## src/rtl/sd4_mac_pkg.sv

```systemverilog
// Shared constants and types for the SD4 MAC datapath.
// SUM_W  : unsigned MAC sum magnitude width
// LEAD_W : leading-one index width (also the exponent width)
// MAN_W  : stored mantissa bits (hidden one not stored)
// norm_word_t : normalized result bundle {sign, zero, exp, man}
package sd4_mac_pkg;

    localparam int unsigned SUM_W  = 20;
    localparam int unsigned LEAD_W = 5;
    localparam int unsigned MAN_W  = 7;

    typedef struct packed {
        logic              sign;
        logic              zero;
        logic [LEAD_W-1:0] exp;
        logic [MAN_W-1:0]  man;
    } norm_word_t;

endpackage

```

## src/rtl/sd4_rne_round.sv

```systemverilog
// Round-to-nearest-even of an already aligned fraction.
// frac_i   : fraction bits below the hidden one
// guard_i  : first bit below the fraction
// sticky_i : OR of all bits below guard
// lead_i   : leading-one index of the unrounded value
// man_o    : rounded fraction
// exp_o    : exponent, bumped by one when the fraction rolls over
module sd4_rne_round #(
    parameter int unsigned ManW  = 7,
    parameter int unsigned LeadW = 5
) (
    input  logic [ManW-1:0]  frac_i,
    input  logic             guard_i,
    input  logic             sticky_i,
    input  logic [LeadW-1:0] lead_i,
    output logic [ManW-1:0]  man_o,
    output logic [LeadW-1:0] exp_o
);

    logic            round_up;
    logic [ManW:0]   frac_sum;

    always_comb begin
        round_up = guard_i & (sticky_i | frac_i[0]);
        frac_sum = {1'b0, frac_i} + {{ManW{1'b0}}, round_up};
        // On roll-over the low bits are already zero: 1.111..1 + ulp = 10.000..0
        man_o    = frac_sum[ManW-1:0];
        exp_o    = lead_i + LeadW'(frac_sum[ManW]);
    end

endmodule

```

## src/rtl/sd4_sum_normalizer.sv

```systemverilog
// Normalizes and rounds the unsigned MAC sum into a sign/exponent/mantissa word.
// Two-register valid/ready pipeline: stage 1 aligns, stage 2 rounds into the output register.
// clk, rst_n             : clock, async active-low reset
// in_valid_i/in_ready_o  : input handshake
// in_sign_i, in_mag_i    : signed-magnitude sum
// in_lead_i              : leading-one index of in_mag_i
// out_valid_o/out_ready_i: output handshake
// out_sign_o, out_exp_o, out_man_o, out_zero_o : normalized result
// lead_err_o             : sticky flag, leading-one index inconsistent with magnitude
// err_clr_i              : synchronous clear of lead_err_o (a same-cycle set wins)
module sd4_sum_normalizer
    import sd4_mac_pkg::*;
(
    input  logic              clk,
    input  logic              rst_n,
    input  logic              in_valid_i,
    output logic              in_ready_o,
    input  logic              in_sign_i,
    input  logic [SUM_W-1:0]  in_mag_i,
    input  logic [LEAD_W-1:0] in_lead_i,
    output logic              out_valid_o,
    input  logic              out_ready_i,
    output logic              out_sign_o,
    output logic [LEAD_W-1:0] out_exp_o,
    output logic [MAN_W-1:0]  out_man_o,
    output logic              out_zero_o,
    output logic              lead_err_o,
    input  logic              err_clr_i
);

    // Bits strictly below the normalized leading one.
    localparam int unsigned AlW = SUM_W - 1;

    // Stage-1 alignment (combinational on the input beat)
    logic [AlW-1:0]   below;
    logic [SUM_W-1:0] mag_hi;
    logic             in_zero;
    logic             in_err;
    logic [MAN_W-1:0] in_frac;
    logic             in_guard;
    logic             in_sticky;

    always_comb begin
        // Appending AlW zeros then shifting right by lead is a left shift by AlW-lead;
        // anything above the claimed leading one falls off the top.
        below     = AlW'({in_mag_i, {AlW{1'b0}}} >> in_lead_i);
        in_frac   = below[AlW-1 -: MAN_W];
        in_guard  = below[AlW-1-MAN_W];
        in_sticky = |below[AlW-2-MAN_W:0];
        in_zero   = (in_mag_i == '0);
        // Consistent lead means exactly the single bit at in_lead survives this shift.
        mag_hi    = in_mag_i >> in_lead_i;
        in_err    = !in_zero && (mag_hi != SUM_W'(1));
    end

    // Handshake
    logic s1_valid_q, s1_valid_d;
    logic out_valid_q, out_valid_d;
    logic in_accept;
    logic out_free;
    logic s1_adv;

    always_comb begin
        out_free    = ~out_valid_q | out_ready_i;
        s1_adv      = s1_valid_q & out_free;
        in_ready_o  = ~s1_valid_q | out_free;
        in_accept   = in_valid_i & in_ready_o;
        s1_valid_d  = in_accept | (s1_valid_q & ~s1_adv);
        out_valid_d = s1_adv | (out_valid_q & ~out_ready_i);
    end

    // Stage-1 registers
    logic              s1_sign_q;
    logic              s1_zero_q;
    logic [LEAD_W-1:0] s1_lead_q;
    logic [MAN_W-1:0]  s1_frac_q;
    logic              s1_guard_q;
    logic              s1_sticky_q;

    always_ff @(posedge clk or negedge rst_n) begin
        if (!rst_n) begin
            s1_valid_q  <= 1'b0;
            s1_sign_q   <= 1'b0;
            s1_zero_q   <= 1'b0;
            s1_lead_q   <= '0;
            s1_frac_q   <= '0;
            s1_guard_q  <= 1'b0;
            s1_sticky_q <= 1'b0;
        end else begin
            s1_valid_q <= s1_valid_d;
            if (in_accept) begin
                s1_sign_q   <= in_sign_i;
                s1_zero_q   <= in_zero;
                s1_lead_q   <= in_lead_i;
                s1_frac_q   <= in_frac;
                s1_guard_q  <= in_guard;
                s1_sticky_q <= in_sticky;
            end
        end
    end

    // Stage 2: rounding
    logic [MAN_W-1:0]  rnd_man;
    logic [LEAD_W-1:0] rnd_exp;

    sd4_rne_round #(
        .ManW  (MAN_W),
        .LeadW (LEAD_W)
    ) u_round (
        .frac_i   (s1_frac_q),
        .guard_i  (s1_guard_q),
        .sticky_i (s1_sticky_q),
        .lead_i   (s1_lead_q),
        .man_o    (rnd_man),
        .exp_o    (rnd_exp)
    );

    norm_word_t out_q, out_d;

    always_comb begin
        out_d = out_q;
        if (s1_adv) begin
            if (s1_zero_q) begin
                // Zero is canonical: positive, exponent and mantissa cleared.
                out_d.sign = 1'b0;
                out_d.zero = 1'b1;
                out_d.exp  = '0;
                out_d.man  = '0;
            end else begin
                out_d.sign = s1_sign_q;
                out_d.zero = 1'b0;
                out_d.exp  = rnd_exp;
                out_d.man  = rnd_man;
            end
        end
    end

    // Sticky error flag
    logic lead_err_q, lead_err_d;

    always_comb begin
        lead_err_d = lead_err_q;
        if (in_accept && in_err) begin
            lead_err_d = 1'b1;
        end else if (err_clr_i) begin
            lead_err_d = 1'b0;
        end
    end

    always_ff @(posedge clk or negedge rst_n) begin
        if (!rst_n) begin
            out_valid_q <= 1'b0;
            out_q       <= '0;
            lead_err_q  <= 1'b0;
        end else begin
            out_valid_q <= out_valid_d;
            out_q       <= out_d;
            lead_err_q  <= lead_err_d;
        end
    end

    assign out_valid_o = out_valid_q;
    assign out_sign_o  = out_q.sign;
    assign out_zero_o  = out_q.zero;
    assign out_exp_o   = out_q.exp;
    assign out_man_o   = out_q.man;
    assign lead_err_o  = lead_err_q;

endmodule

```

## config.mk

```make
export PLATFORM = sky130hd
export DESIGN_NAME = sd4_sum_normalizer
export DESIGN_NICKNAME = d
export VERILOG_FILES = /design/src/rtl/sd4_mac_pkg.sv /design/src/rtl/sd4_rne_round.sv /design/src/rtl/sd4_sum_normalizer.sv
export SDC_FILE = /design/constraint.sdc
export NUM_CORES = 1
export LEC_CHECK = 0
export BUFFER_PORTS_ARGS = -buffer_cell sky130_fd_sc_hd__buf_2
export CORE_MARGIN = 4
export CORE_UTILIZATION = 30
export DETAILED_ROUTE_END_ITERATION = 10
export SETUP_SLACK_MARGIN = 0.02
export SLEW_MARGIN = 5
export SYNTH_ARGS = -nofsm -noshare
export SYNTH_HDL_FRONTEND = slang
export SYNTH_SLANG_ARGS = --single-unit
export TNS_END_PERCENT = 30
```

## constraint.sdc

```tcl
create_clock -name clk -period 2.1 [get_ports clk]
set_input_delay 0.21 -clock clk [delete_from_list [all_inputs] [get_ports clk]]
set_output_delay 0.21 -clock clk [all_outputs]
set_load 0.05 [all_outputs]
```

* After elaboration in Yosys (flattened, before gate mapping)
Index checks and enable logic that the tools add are counted.
** Storage, ports and cells
- Bits in registers :: 33
- Input port bits :: 31
- Output and inout bits :: 17
- Word-level logic and storage cells :: 41
** Cells by class
- $add $sub $neg :: 2
- Equal/unequal tests :: 1
- Shift operators :: 2
- Multiplexer cells :: 3
- Bitwise operators :: 14
- Reductions and logical operators :: 6
** Operators by type and width (number)
- 39-bit by 5-bit right shift with 19-bit output :: 1
- 20-bit logical NOT :: 1
- 20-bit by 1-bit != test with 1-bit output, second input constant :: 1
- 20-bit by 5-bit right shift with 20-bit output :: 1
- 14-bit 2-to-1 mux :: 1
- 11-bit OR reduction :: 1
- 7-bit by 1-bit adder with 8-bit output :: 1
- 5-bit by 1-bit adder with 5-bit output :: 1
- 1-bit bitwise AND :: 5
- 1-bit OR :: 5
- 1-bit NOT :: 4
- 1-bit logical AND :: 2
- 1-bit 2-to-1 mux :: 2
- 2-bit nonzero test :: 1
- 1-bit logical NOT :: 1

* Longest topological paths before layout
- Depth in word-level cells :: 6
- Depth in mapped cells :: 10
- Mapped depth without buffers :: 9

* Modules after synthesis
A second synthesis with hierarchy kept.
** Unflattened totals
- Cells, all modules :: 337
- Area total of the unflattened synthesis :: 2961.6 um^2
** Modules (own cells, without submodules)
- sd4_sum_normalizer :: instances 1, cells each 314, area each 2780.2 um^2
- sd4_rne_round :: instances 1, cells each 23, area each 181.4 um^2

* Worst setup path after synthesis
OpenSTA, ideal clock, no wires.
- Path kind :: flip-flop to flip-flop
- Start point :: register out_valid_q (netlist: out_valid_o)
- End point :: register s1_lead_q[2]
- Setup time :: 139 ps
- Arrival time :: 2070 ps
- Data required time :: 1961 ps
- Path slack :: -108 ps
- Cell stages (with the launch flop) :: 6
- Period minus slack after synthesis :: 2208 ps
- Cells stage by stage :: dfrtp_1 nand3b_1 nand2_1 clkbuf_1 clkbuf_1 o21ai_0
** Between the ends
- Cells in the longest elaborated chain, start to end :: 4
** Ends and longest elaborated chain
- from (decl) :: RTL line sd4_sum_normalizer.sv:58 : logic out_valid_q, out_valid_d;
- from (signal assigned) :: RTL line sd4_sum_normalizer.sv:156 : out_valid_q <= out_valid_d;
- 1-bit NOT :: RTL line sd4_sum_normalizer.sv:64 : out_free = ~out_valid_q | out_ready_i;
- 1-bit OR :: RTL line sd4_sum_normalizer.sv:64
- 1-bit OR :: RTL line sd4_sum_normalizer.sv:66 : in_ready_o = ~s1_valid_q | out_free;
- net in_ready_o :: RTL line sd4_sum_normalizer.sv:17 : output logic in_ready_o,
- 1-bit bitwise AND :: RTL line sd4_sum_normalizer.sv:67 : in_accept = in_valid_i & in_ready_o;
- to (signal assigned) :: RTL line sd4_sum_normalizer.sv:94 : s1_lead_q <= in_lead_i;
- to (decl) :: RTL line sd4_sum_normalizer.sv:75 : logic [LEAD_W-1:0] s1_lead_q;
The timed path passes the listed nets, and every way through them passes these cells.
A chain may end at the register's enable or synchronous reset.

* Worst setup path after layout
- Start point :: register s1_frac_q[0]
- End point :: register out_q, in the netlist out_exp_o[4]
** Between the ends
- Cells in the longest elaborated chain, start to end :: 5
** Ends and longest elaborated chain
- from (decl) :: RTL line sd4_sum_normalizer.sv:76 : logic [MAN_W-1:0] s1_frac_q;
- from (signal assigned) :: RTL line sd4_sum_normalizer.sv:95 : s1_frac_q <= in_frac;
- 1-bit OR :: RTL line sd4_rne_round.sv:24 : round_up = guard_i & (sticky_i | frac_i[0]);
- 1-bit bitwise AND :: RTL line sd4_rne_round.sv:24
- 7-bit by 1-bit adder with 8-bit output (*) :: RTL line sd4_rne_round.sv:25 : frac_sum = {1'b0, frac_i} + {{ManW{1'b0}}, round_up};
- 5-bit by 1-bit adder with 5-bit output (*) :: RTL line sd4_rne_round.sv:28 : exp_o = lead_i + LeadW'(frac_sum[ManW]);
- 14-bit 2-to-1 mux (*) :: RTL line sd4_sum_normalizer.sv:123 : if (s1_zero_q) begin
- to (signal assigned) :: RTL line sd4_sum_normalizer.sv:157 : out_q <= out_d;
- to (decl) :: RTL line sd4_sum_normalizer.sv:118 : norm_word_t out_q, out_d;
Every way passes the cells marked *; elsewhere a longest branch is shown, timed or not.

==> flow_summary.toml <==
[outcome]
status = "complete, no violations"

[critical_path]
end_kind = "register"
setup.worst_path.start_class = "register"
critPathMaxFanout = 4
rrSetupSlack_ps = 90
worst_ep_arrival_time_ps = 2170
required_ps = 2270
reg2regPathDepth = 9
reg2reg_to = "out_exp_o[4]$_DFFE_PN0P_"
r2r_start = "s1_frac_q[0]$_DFFE_PN0P_"
worstSetupPathType = "register to register"

[cts]
cts_buffers = 5
clock_latency_ps = 280
root_buffer = "clkbuf_8"
htreeDepth = 2
cts_tree = "built"
clkTransAtPathRegs_ps = 70
clkSinkCount = 33
clockBufferDepth = 2

[floorplan]
core_sq_um = 9200
die_area_sq_um = 11100
fp.dieW_microns = 105
io_pins = 48
start_util = 0.308
die_h_microns = 105
rows = 35

[sta]
final_hold_viol_count = 0
maxSlewHeadroom = 0.534
report.final.slew_viol_count = 0
hold_ws_ps = 146
finClkSkew_ps = 9.42
setup_viol_count_final = 0
max_freq_ghz = 0.498
fin_crit_ps = 2010
tightest_slew_ps = 700
rsz0062_at_grt = "yes"
post-route-period-util = 0.957

[logic_synthesis]
yosysSeqAreaShare = 0.292
yosys_register_bits = 33
syn_area_sq_um = 2830
yosysTopAreaCellShare = 0.292
ys_types = 51
synth_flop_cell = "dfrtp_1"
syn_inst = 344
yosysWarnings = 0
avgSynthCellArea_sq_um = 8.23
yosysTopAreaCell = "dfrtp_1"
ys_async_sr_fraction = 1.00
syn-num-nets = 379
synth_edf_count = 0
synth.area.top_cells = "dfrtp_1, mux2i_1, nand2_1, o21ai_0, mux4_2"

[power]
comb_power_share = 0.395
ir_drop_mv = 0.265
power_mw = 2.27
powerDensity_nw_per_um2 = 640
p_seq_frac = 0.356
p_sw_mw = 0.858
swShare = 0.377
pwr-share-clk = 0.249
internal_power_mw = 1.42
p_leak_nw = 1.62

[global_routing]
grt_max_degree = 34
grt_usage = 0.141
antenna_found_initial = 0
grt_remaining_overflow = 0
grt_pass1_vias = 2642
grt_pass1_wl_microns = 12800

[finish]
stdcell_area_sq_um = 3550
postLayoutCoreUtil = 0.386
nFillCells = 979
area_growth_pct = 25.6
final_layout_size_suffix_gt1_frac = 0.287
n_antenna_cell = 0
nNetsFinal = 452

[drt]
post_drt_wl_per_cell_microns = 14.9
first_pass_iters = 4
drtIter0Drc = 203
drc_errors = 0
viasPerCell = 5.26
vias = 2785
wirelength_microns = 7890
ant_nets = 0

[hold_path]
hold_path_end = "s1_valid_q$_DFF_PN0_"
hp-start = "in_valid_i"
hold_class = "primary input to register"
holdPathStages = 2

[flow_run]
cap_violations = 0

[place]
place_hpwl_microns = 6370
gp_congestion = 0.933
placed_area_sq_um = 3400
port_buffers = 47
routing by layer:
layer / vias up / global-route usage / routed length (microns)
li1: 1400 / - / -
met1: 1283 / 0.197 / 3730
met2: 89 / 0.223 / 3590
met3: 13 / 0.0241 / 428
met4: 0 / 0.0431 / 137
met5: - / 0 / 0
registers in the layout, summed over array words and instances (netlist names), 5 cells and up:
signal and cells:
s1_lead_q 5, out_exp_o 5, s1_frac_q 7, out_man_o 7
worst max-delay path by stage:
stage	slack, ps	cells past startpoint	to	start
after global placement	-160	8	s1_sticky_q$_DFFE_PN0P_	in_lead_i[0]
after floorplan	50	5	s1_lead_q[2]$_DFFE_PN0P_	out_valid_o$_DFF_PN0_
after CTS	50	8	s1_sticky_q$_DFFE_PN0P_	in_lead_i[0]
final	90	9	out_exp_o[4]$_DFFE_PN0P_	s1_frac_q[0]$_DFFE_PN0P_
after global routing	10	9	s1_sticky_q$_DFFE_PN0P_	in_lead_i[0]
after detailed placement	-270	8	s1_sticky_q$_DFFE_PN0P_	in_lead_i[0]
cells by family (layout without fill, tap and decap cells):
family	count (synthesis)	after routing	share of synthesized area
AOI/OAI and AO/OA	90	90	0.200
and+or+nand+nor	140	140	0.233
xor gates and xnor gates	8	8	0.0248
buffers and inverters	29	103	0.0504
DFF	33	33	0.292
muxes	40	40	0.183
adders and majority gates	4	4	0.0177
Yosys cell counts, types with 5 or more instances:
cell,count
a21oi_1,17
and3_1,5
buf_2,6
clkbuf_1,11
dfrtp_1,33
inv_1,6
mux2_2,9
mux2i_1,22
mux4_2,8
nand2_1,55
nand2b_1,15
nand3_1,15
nor2_1,26
nor2b_1,5
nor4_1,5
o21ai_0,37
xor2_1,6
stage by stage:
stage               std cells  setup TNS [ps]  setup slack [ps]
floorplan                 344               0              48.2
global placement          519            -329              -157
detailed placement        519            -467              -267
CTS                       528               0              50.3
global route              529               0              12.8
finish                    529               0              91.3
power by group through the flow:
stage | logic [mW] | registers [mW] | clock network (mW)
final | 0.898 | 0.809 | 0.567
after global routing | 0.972 | 0.825 | 0.614
after CTS | 0.890 | 0.811 | 0.583
after detailed placement | 0.885 | 0.823 | 0
after global placement | 0.875 | 0.817 | 0
after floorplan | 0.387 | 1.02 | 0
cell type report:
type,count,area (sq um),area share
clock buffer,6,72.6,0.0204
clock inverter,2,35.0,0.00986
inverter,6,22.5,0.00634
multi-input combinational,282,1890,0.532
sequential,33,827,0.233
tap,111,139,0.0391
timing repair buffer,89,566,0.159
timing repair:
item	CTS	global route
hold buffers	1	0
hold endpoints to repair	9	0
gates resized for setup	1	4
buffers inserted	0	1
setup endpoints to repair	1	3
critical path, cell delays in order (launching register included):
cell     delay (ps)
dfrtp_1         400
o21a_1          180
ha_1            220
and3_1          170
and3_1          170
ha_1            200
ha_1            210
nand3_1          80
xor2_1          170
o21ai_0          90
cell usage in the layout, fill, tap and decap left out, types with 2 or more instances in the layout:
master / instances
a211o_1: 4
a211oi_1: 2
a21o_1: 2
a21oi_1: 17
a22oi_1: 2
a311oi_1: 2
a31oi_1: 2
and3_1: 5
buf_2: 47
buf_4: 40
clkbuf_8: 5
dfrtp_1: 32
ha_1: 4
inv_1: 6
mux2_2: 9
mux2i_1: 21
mux4_2: 8
nand2_1: 55
nand2b_1: 15
nand3_1: 15
nand3b_1: 2
nand4_1: 3
nor2_1: 26
nor2b_1: 5
nor3_1: 2
nor4_1: 5
o211ai_1: 4
o21a_1: 2
o21ai_0: 37
o22ai_1: 2
o31ai_1: 2
or3_1: 3
xnor2_1: 2
xor2_1: 6
(Power assumes the default switching activity.)
